<file path="src/rtl/common_qptr_ctrl32_pkg.sv">
// Shared widths and reset value for the 32-entry queue pointer controller.
package common_qptr_ctrl32_pkg;

  localparam int unsigned QPTR_IDX_W = 5;
  localparam int unsigned QPTR_W     = 6;
  localparam int unsigned QPTR_DEPTH = 32;

  typedef logic [QPTR_W-1:0]     qptr_t;
  typedef logic [QPTR_IDX_W-1:0] qidx_t;

  localparam qptr_t QPTR_RST = 6'd0;

endpackage

</file>
<file path="src/rtl/common_qptr_ctrl32_if.sv">
// Enqueue/dequeue handshake, flush and status bundle for common_qptr_ctrl32.
interface common_qptr_ctrl32_if;
  import common_qptr_ctrl32_pkg::*;

  logic  i_enq_valid;
  logic  o_enq_ready;
  qidx_t o_enq_ptr;
  logic  i_deq_ready;
  logic  o_deq_valid;
  qidx_t o_deq_ptr;
  logic  i_flush;
  qptr_t o_count;
  logic  o_full;
  logic  o_empty;
  logic  o_afull;

  modport master (
    output i_enq_valid, i_deq_ready, i_flush,
    input  o_enq_ready, o_enq_ptr, o_deq_valid, o_deq_ptr,
    input  o_count, o_full, o_empty, o_afull
  );

  modport slave (
    input  i_enq_valid, i_deq_ready, i_flush,
    output o_enq_ready, o_enq_ptr, o_deq_valid, o_deq_ptr,
    output o_count, o_full, o_empty, o_afull
  );

endinterface

</file>
<file path="src/rtl/common_rtlrom_incr5.sv">
// 5-bit increment table: q_o = a_i + 1 (mod 32), c_o set when a_i wraps from 31.
module common_rtlrom_incr5 (
  input  logic [4:0] a_i,
  output logic [4:0] q_o,
  output logic       c_o
);

  logic carry;

  // Ripple carry-in of 1; carry survives only while every lower bit is set.
  always_comb begin
    carry = 1'b1;
    q_o   = '0;
    for (int i = 0; i < 5; i++) begin
      q_o[i] = a_i[i] ^ carry;
      carry  = carry & a_i[i];
    end
    c_o = carry;
  end

endmodule

</file>
<file path="src/rtl/common_qptr_ctrl32.sv">
// Head/tail pointer, occupancy and flush control for a 32-entry circular queue.
module common_qptr_ctrl32
  import common_qptr_ctrl32_pkg::*;
#(
  parameter int unsigned AFULL_THRESH = 28
) (
  input logic                 clk,
  input logic                 resetn,
  common_qptr_ctrl32_if.slave q
);

  qptr_t head_r, head_d, tail_r, tail_d, count_r, count_d;
  qptr_t head_nxt, tail_nxt, count_inc, count_dec;
  qidx_t head_idx_inc, tail_idx_inc, count_lo_inc;
  logic  head_c, tail_c, count_c;
  logic  empty, full, enq_fire, deq_fire;

  common_rtlrom_incr5 u_tail_incr (
    .a_i (tail_r[QPTR_IDX_W-1:0]),
    .q_o (tail_idx_inc),
    .c_o (tail_c)
  );

  common_rtlrom_incr5 u_head_incr (
    .a_i (head_r[QPTR_IDX_W-1:0]),
    .q_o (head_idx_inc),
    .c_o (head_c)
  );

  common_rtlrom_incr5 u_count_incr (
    .a_i (count_r[QPTR_IDX_W-1:0]),
    .q_o (count_lo_inc),
    .c_o (count_c)
  );

  assign tail_nxt  = {tail_r[QPTR_W-1] ^ tail_c, tail_idx_inc};
  assign head_nxt  = {head_r[QPTR_W-1] ^ head_c, head_idx_inc};
  assign count_inc = {count_r[QPTR_W-1] ^ count_c, count_lo_inc};

  // Borrow-chain decrement, mirror image of the increment table.
  always_comb begin
    logic borrow;
    borrow    = 1'b1;
    count_dec = '0;
    for (int i = 0; i < int'(QPTR_W); i++) begin
      count_dec[i] = count_r[i] ^ borrow;
      borrow       = borrow & ~count_r[i];
    end
  end

  assign empty = (head_r == tail_r);
  assign full  = (head_r[QPTR_IDX_W-1:0] == tail_r[QPTR_IDX_W-1:0]) &&
                 (head_r[QPTR_W-1] != tail_r[QPTR_W-1]);

  assign enq_fire = q.i_enq_valid & ~full;
  assign deq_fire = q.i_deq_ready & ~empty;

  always_comb begin
    head_d  = head_r;
    tail_d  = tail_r;
    count_d = count_r;
    if (q.i_flush) begin
      head_d  = QPTR_RST;
      tail_d  = QPTR_RST;
      count_d = QPTR_RST;
    end else begin
      if (enq_fire) tail_d = tail_nxt;
      if (deq_fire) head_d = head_nxt;
      case ({enq_fire, deq_fire})
        2'b10:   count_d = count_inc;
        2'b01:   count_d = count_dec;
        default: count_d = count_r;
      endcase
    end
  end

  always_ff @(posedge clk or negedge resetn) begin
    if (!resetn) begin
      head_r  <= QPTR_RST;
      tail_r  <= QPTR_RST;
      count_r <= QPTR_RST;
    end else begin
      head_r  <= head_d;
      tail_r  <= tail_d;
      count_r <= count_d;
    end
  end

  // Every output below depends on registered state only.
  assign q.o_enq_ready = ~full;
  assign q.o_deq_valid = ~empty;
  assign q.o_enq_ptr   = tail_r[QPTR_IDX_W-1:0];
  assign q.o_deq_ptr   = head_r[QPTR_IDX_W-1:0];
  assign q.o_count     = count_r;
  assign q.o_full      = full;
  assign q.o_empty     = empty;
  assign q.o_afull     = (32'(count_r) >= AFULL_THRESH);

endmodule

</file>
<file path="src/flat_wrapper.sv">
// flat-port wrapper written by rule: the top's interface ports become plain ports
module common_qptr_ctrl32_flat import common_qptr_ctrl32_pkg::*;
#(
  parameter int unsigned AFULL_THRESH = 28
)
  (clk, resetn, q_i_enq_valid, q_i_deq_ready, q_i_flush, q_o_enq_ready, q_o_enq_ptr, q_o_deq_valid, q_o_deq_ptr, q_o_count, q_o_full, q_o_empty, q_o_afull);
  common_qptr_ctrl32_if q_i ();
  input logic clk;
  input logic resetn;
  input wire logic [$bits(q_i.i_enq_valid)-1:0] q_i_enq_valid;
  input wire logic [$bits(q_i.i_deq_ready)-1:0] q_i_deq_ready;
  input wire logic [$bits(q_i.i_flush)-1:0] q_i_flush;
  output wire logic [$bits(q_i.o_enq_ready)-1:0] q_o_enq_ready;
  output wire logic [$bits(q_i.o_enq_ptr)-1:0] q_o_enq_ptr;
  output wire logic [$bits(q_i.o_deq_valid)-1:0] q_o_deq_valid;
  output wire logic [$bits(q_i.o_deq_ptr)-1:0] q_o_deq_ptr;
  output wire logic [$bits(q_i.o_count)-1:0] q_o_count;
  output wire logic [$bits(q_i.o_full)-1:0] q_o_full;
  output wire logic [$bits(q_i.o_empty)-1:0] q_o_empty;
  output wire logic [$bits(q_i.o_afull)-1:0] q_o_afull;
  assign q_i.i_enq_valid = q_i_enq_valid;
  assign q_i.i_deq_ready = q_i_deq_ready;
  assign q_i.i_flush = q_i_flush;
  assign q_o_enq_ready = q_i.o_enq_ready;
  assign q_o_enq_ptr = q_i.o_enq_ptr;
  assign q_o_deq_valid = q_i.o_deq_valid;
  assign q_o_deq_ptr = q_i.o_deq_ptr;
  assign q_o_count = q_i.o_count;
  assign q_o_full = q_i.o_full;
  assign q_o_empty = q_i.o_empty;
  assign q_o_afull = q_i.o_afull;
  common_qptr_ctrl32 #(.AFULL_THRESH(AFULL_THRESH)) u_core (.clk(clk), .resetn(resetn), .q(q_i));
endmodule
</file>
<file path="config.mk">
export PLATFORM = sky130hd
export DESIGN_NAME = common_qptr_ctrl32_flat
export DESIGN_NICKNAME = d
export VERILOG_FILES = /design/src/rtl/common_qptr_ctrl32_pkg.sv /design/src/rtl/common_qptr_ctrl32_if.sv /design/src/rtl/common_rtlrom_incr5.sv /design/src/rtl/common_qptr_ctrl32.sv /design/src/flat_wrapper.sv
export SDC_FILE = /design/constraint.sdc
export NUM_CORES = 1
export LEC_CHECK = 0
export ABC_CLOCK_PERIOD_IN_PS = 2400
export CAP_MARGIN = 30
export CORE_ASPECT_RATIO = 0.5
export CORE_MARGIN = 2
export CORE_UTILIZATION = 35
export CTS_BUF_LIST = sky130_fd_sc_hd__clkbuf_16
export DETAILED_ROUTE_END_ITERATION = 12
export GPL_TIMING_DRIVEN = 0
export PLACE_DENSITY_LB_ADDON = 0.25
export SYNTH_ARGS = -nofsm -noshare
export SYNTH_HDL_FRONTEND = slang
export SYNTH_HIERARCHICAL = 1
export SYNTH_SLANG_ARGS = --single-unit
</file>
<file path="constraint.sdc">
create_clock -name clk -period 2.4 [get_ports clk]
set_clock_uncertainty 0.15 [all_clocks]
set_input_delay 0.36 -clock clk [delete_from_list [all_inputs] [get_ports clk]]
set_output_delay 0.36 -clock clk [all_outputs]
set_load 0.01 [all_outputs]
</file>
==> flow_metrics.py, run 1 <==
metrics = {
    "drt": {
        "wl_per_cell_um": 12.6,
        "drt_iter0_drc": 30,
        "drc": 0,
        "drtAntennaViolNets": 0,
        "first_pass_iters": 4,
        "postRouteWirelength_mm": 2.99,
        "vias_per_cell": 4.95,
        "num_vias": 1179,
    },
    "floorplanning": {
        "die_w_um": 92.5,
        "core_um2": 3820,
        "dieArea_um2": 4470,
        "die_y_um": 48.3,
        "rows": 16,
        "io_pins": 26,
        "start_util_pct": 35.9,
    },
    "logic_synthesis": {
        "synthArstFlopShare_pct": 100,
        "syn_area_um2": 1370,
        "synth_area_leaders": "dfrtp_1 (33%), ha_1 (15%), nand2_1 (7.9%)",
        "ys_seq_area_share_pct": 32.8,
        "synth_cell_types": 37,
        "synth_top_area_share_pct": 32.8,
        "synth_nets": 175,
        "synth-edff-count": 0,
        "ys.flop_type": "dfrtp_1",
        "yosysWarnings": 6,
        "avgSynthCellArea_um2": 8.90,
        "synth.largest_area_cell": "dfrtp_1",
        "ys_seq_elements": 18,
        "synth_cells": 154,
    },
    "pwr": {
        "power_leakage_nw": 0.864,
        "power_density_nw_per_um2": 563,
        "power_frac_comb_pct": 30.9,
        "peakVddDrop_v": 0.000289,
        "p_seq_share_pct": 35.2,
        "swShare_pct": 31.0,
        "switchingPower_mw": 0.317,
        "internal-power_mw": 0.705,
        "p_clk_share_pct": 33.9,
    },
    "timing": {
        "finalCriticalPeriod_ps": 2310,
        "fmax_mhz": 432,
        "setup_viol": 0,
        "tightest_slew_ps": 830,
        "holdWs_ps": 432,
        "relSlewSlack_pct": 44.5,
        "finalHoldViolations": 0,
        "period_share_pct": 96.4,
        "rsz0062_at_grt": "no",
        "setup_tns_ps": 0,
        "slew_violations": 0,
    },
    "placed_design": {
        "routabilityCongestion": 0.787,
        "dp_hpwl_mm": 2.16,
        "port_buffers": 24,
        "dp_cells": 232,
    },
    "finish": {
        "drive_gt1_share_pct": 18.5,
        "antenna_cells": 0,
        "layout.nets": 206,
        "fin_cells": 238,
        "n_fill_cell": 380,
        "syn_to_final_growth_pct": 32.5,
        "final_cell_mix": "nand2_1 (28), clkdlybuf4s50_1 (21), a21oi_1 (16), ha_1 (16), dfrtp_1 (15)",
        "final_common_cell": "nand2_1",
    },
    "grt": {
        "grt_max_degree": 19,
        "grt_overflow_total": 0,
        "grt_usage_pct": 14.1,
        "antenna_found_initial": 0,
        "grt_pass1_wl_mm": 4.66,
        "grt_pass1_vias": 969,
    },
    "critical_path": {
        "crit_arrival_ps": 1800,
        "crit_type": "reg -> out",
        "crit_required_ps": 1890,
        "end_kind": "output pin",
        "worst-path-max-fanout": 8,
        "cp-start-kind": "flop",
        "reg2reg_setup_slack_ps": 110,
    },
    "clocking": {
        "htree_levels": 1,
        "clk_latency_ps": 250,
        "cts_hold_buffers": 0,
        "clock_path_buffers": 2,
        "cts_sinks": 18,
        "numCtsBuffers": 3,
        "cts_tree": "done",
        "clk_pin_slew_worst_paths_ps": 60,
        "cts_root_buf": "clkbuf_16",
    },
    "run_status": {
        "status": "complete, no violations",
    },
    "flow_run": {
        "cap_violations": 0,
    },
    "min_path": {
        "min_path_type": "in -> async",
    },
}
==> flip-flops by register name, summed over array words and instances (netlist names) <==
register	count
u_core/head_r	6
u_core/tail_r	6
u_core/q.o_count	6
==> cells in the mapped netlist, types with 2 or more instances <==
cell / instances
nand3_1: 3
dfrtp_1: 18
mux2_2: 2
buf_2: 2
a21oi_1: 16
nor2_1: 5
ha_1: 16
a221oi_1: 2
clkbuf_1: 3
buf_4: 10
xor2_1: 5
nand2_1: 29
inv_1: 11
o211ai_1: 2
xnor2_1: 7
a2111oi_0: 2
==> layout make-up <==
class	count	area, µm²	share of cell area [%]
buffer	16	110	6.06
clock buffer	3	75.1	4.13
clock inverter	1	3.75	0.207
inverter	11	41.3	2.27
multi-input combinational	109	802	44.1
sequential	18	454	25.0
tap	54	67.6	3.72
timing repair buffer	26	263	14.5
==> worst max-delay path: stages, from the launching register on <==
cell and delay, ps:
dfrtp_1 420, xnor2_1 150, and3_1 190, buf_4 160
nand2_1 90, clkdlybuf4s50_1 540
==> power by group through the flow <==
stage	clock, mW	sequential [mW]	combinational, mW
after global placement	0	0.362	0.306
final	0.347	0.359	0.316
after detailed placement	0	0.363	0.313
after global routing	0.371	0.364	0.350
after floorplan	0	0.363	0.187
after CTS	0.353	0.359	0.319
==> final timing paths <==
path / startpoint / to / depth (start not counted)
max in group asynchronous: resetn / u_core/head_r[0] / 1
worst max register to register: u_core/q.o_count[0] / u_core/q.o_count[5] / 8
worst min-delay path: resetn / u_core/q.o_count[0] / 1
min in group clk: u_core/head_r[1] / u_core/head_r[1] / 2
worst max-delay path: u_core/head_r[2] / q_o_enq_ready / 5
worst min register to register: u_core/head_r[1] / u_core/head_r[1] / 2
==> metal layers <==
metal,global-route usage (%),routed length (µm),vias up
li1,-,-,584
met1,17.9,1400,559
met2,23.8,1410,31
met3,4.17,148,5
met4,5.37,42,0
met5,0,0,-
==> metrics by stage <==
step	util [%]	area [µm²]	power [mW]	setup WS (ps)
2_1_floorplan	-	1370	0.550	257
5_1_grt	47.5	1820	1.08	6.17
6_report	47.5	1820	1.02	86.3
4_1_cts	46.5	1780	1.03	2.45
3_5_place_dp	43.9	1680	0.676	112
3_3_place_gp	43.9	1680	0.667	140
==> logic make-up after synthesis <==
group / Yosys count / share of synthesized area (%)
XOR/XNOR: 12 / 7.66
flip-flops: 18 / 32.8
AND/OR/NAND/NOR: 43 / 13.3
buffers and inverters: 27 / 10.9
AO/OA/AOI/OAI: 35 / 18.0
multiplexers: 3 / 2.74
adder cells (fa/ha/maj): 16 / 14.6
==> what timing repair did <==
| action | 4_1_cts | 5_1_grt |
|---|---|---|
| gates resized for setup | 5 | 7 |
| pin swaps | 4 | 3 |
| setup buffers | 1 | 1 |
| endpoints found under the setup margin | 4 | 4 |
Power figures use the tool's default switching activity.
==> run 2, diff against run 1 <==
--- a/config.mk
+++ b/config.mk
@@ -10,10 +10,11 @@
 export CORE_ASPECT_RATIO = 0.5
 export CORE_MARGIN = 2
 export CORE_UTILIZATION = 35
-export CTS_BUF_LIST = sky130_fd_sc_hd__clkbuf_16
+export CTS_BUF_LIST = sky130_fd_sc_hd__clkbuf_8
 export DETAILED_ROUTE_END_ITERATION = 12
 export GPL_TIMING_DRIVEN = 0
 export PLACE_DENSITY_LB_ADDON = 0.25
+export SKIP_CTS_REPAIR_TIMING = 1
 export SYNTH_ARGS = -nofsm -noshare
 export SYNTH_HDL_FRONTEND = slang
 export SYNTH_HIERARCHICAL = 1
==> run 2 against run 1 <==
Total power shrank 7.4%. Clock power shrank 26%. Critical path depth is the same. Routed wire length grew 1.9%. Non-clock buffer count grew 6. Sequential share of layout area shrank 0.27 points. Largest power group unchanged.
==> flow_metrics.py, run 2 (synthesis results as in run 1) <==
metrics = {
    "pwr": {
        "internal-power_mw": 0.641,
        "power_density_nw_per_um2": 513,
        "switchingPower_mw": 0.306,
        "swShare_pct": 32.3,
        "peakVddDrop_v": 0.000245,
        "power_leakage_nw": 0.877,
        "p_clk_share_pct": 27.0,
        "power_frac_comb_pct": 35.3,
        "p_seq_share_pct": 37.7,
    },
    "critical_path": {
        "cp-start-kind": "flop",
        "worst-path-max-fanout": 8,
        "end_kind": "output pin",
        "crit_arrival_ps": 1800,
        "crit_type": "reg -> out",
        "reg2reg_setup_slack_ps": 110,
        "r2r-start": "u_core/q.o_count[0]",
        "r2r-end": "u_core/q.o_count[5]",
        "crit_required_ps": 1890,
        "ff2ff_path_depth": 8,
    },
    "floorplanning": {
        "rows": 16,
        "start_util_pct": 35.9,
        "dieArea_um2": 4470,
        "die_w_um": 92.5,
        "io_pins": 26,
        "core_um2": 3820,
        "die_y_um": 48.3,
    },
    "grt": {
        "grt_max_degree": 19,
        "grt_overflow_total": 0,
        "grt_usage_pct": 13.9,
        "grt_pass1_wl_mm": 4.63,
        "grt_pass1_vias": 974,
        "antenna_found_initial": 0,
    },
    "finish": {
        "antenna_cells": 0,
        "final_cell_mix": "nand2_1 (28), clkdlybuf4s50_1 (22), buf_4 (18), a21oi_1 (16), ha_1 (16)",
        "n_fill_cell": 379,
        "drive_gt1_share_pct": 23.2,
        "area.sequential_um2": 457,
        "final_util_pct": 48.3,
        "layout.nets": 212,
        "syn_to_final_growth_pct": 34.7,
        "final_common_cell": "nand2_1",
        "multi_input_area_um2": 807,
    },
    "drt": {
        "drtAntennaViolNets": 0,
        "drt_iter0_drc": 47,
        "drc": 0,
        "vias_per_cell": 4.83,
        "first_pass_iters": 4,
        "wl_per_cell_um": 12.5,
        "postRouteWirelength_mm": 3.05,
        "num_vias": 1179,
    },
    "run_status": {
        "status": "complete, no violations",
    },
    "flow_run": {
        "cap_violations": 0,
    },
    "timing": {
        "relSlewSlack_pct": 44.3,
        "slew_violations": 0,
        "tightest_slew_ps": 833,
        "period_share_pct": 96.1,
        "finalHoldViolations": 0,
        "setup_viol": 0,
        "fmax_mhz": 434,
        "finalCriticalPeriod_ps": 2310,
        "worst_slack_ps": 93.7,
    },
    "clocking": {
        "cts_sinks": 18,
        "cts_tree": "done",
        "cts_root_buf": "clkbuf_8",
        "clock_path_buffers": 2,
        "numCtsBuffers": 3,
        "clk_pin_slew_worst_paths_ps": 80,
        "clk_latency_ps": 260,
        "htree_levels": 1,
    },
    "placed_design": {
        "routabilityCongestion": 0.787,
        "place_ws_ps": 112,
        "dp_hpwl_mm": 2.16,
        "port_buffers": 24,
    },
    "min_path": {
        "min_path_type": "in -> async",
    },
}
[run 2: routing by layer]
layer	vias to the layer above	global-route usage [%]	routed length [µm]
li1	596	-	-
met1	554	18.4	1430
met2	27	22.9	1440
met3	2	4.17	155
met4	0	3.58	26
met5	-	0	0
[run 2: critical path, cell delays in order, from the launching register on]
cell and delay [ps]:
dfrtp_1 420, xnor2_1 210, and3_4 210, buf_6 120, nand2_2 80, clkdlybuf4s50_1 490
[run 2: how the worst max path moves through the flow]
stage,start,endpoint,depth (start not counted)
CTS,u_core/tail_r[0],q_o_full,5
finish,u_core/head_r[2],q_o_deq_valid,5
global route,u_core/head_r[2],q_o_deq_valid,5
floorplan,u_core/q.o_count[0],u_core/q.o_count[5],8
detailed placement,u_core/q.o_count[0],u_core/q.o_count[5],8
global placement,u_core/q.o_count[0],u_core/q.o_count[5],8
[run 2: power groups by stage]
stage               clock, mW  combinational [mW]  sequential (mW)
floorplan                   0               0.187            0.363
global placement            0               0.306            0.362
detailed placement          0               0.313            0.363
CTS                     0.265               0.315            0.357
global route            0.279               0.369            0.361
finish                  0.256               0.335            0.357
[run 2: cell type report]
type                    count  share of cell area, %
plain buffers              16                   6.17
repair buffers             32                   16.5
flip-flops and latches     18                   24.7
clock buffers               4                   2.98
well taps                  54                   3.66
inverters                  11                   2.24
multi-input cells         109                   43.7
[run 2: metrics by stage]
stage / TNS, ps / hold slack (ps) / area, µm² / instances / total power, mW
after CTS: -366 / 432 / 1730 / 236 / 0.937
after detailed placement: 0 / 422 / 1680 / 232 / 0.676
after floorplan: 0 / -85.6 / 1370 / 154 / 0.550
after global routing: -12.9 / 466 / 1850 / 244 / 1.01
final: 0 / 426 / 1850 / 244 / 0.947
after global placement: 0 / 430 / 1680 / 232 / 0.667
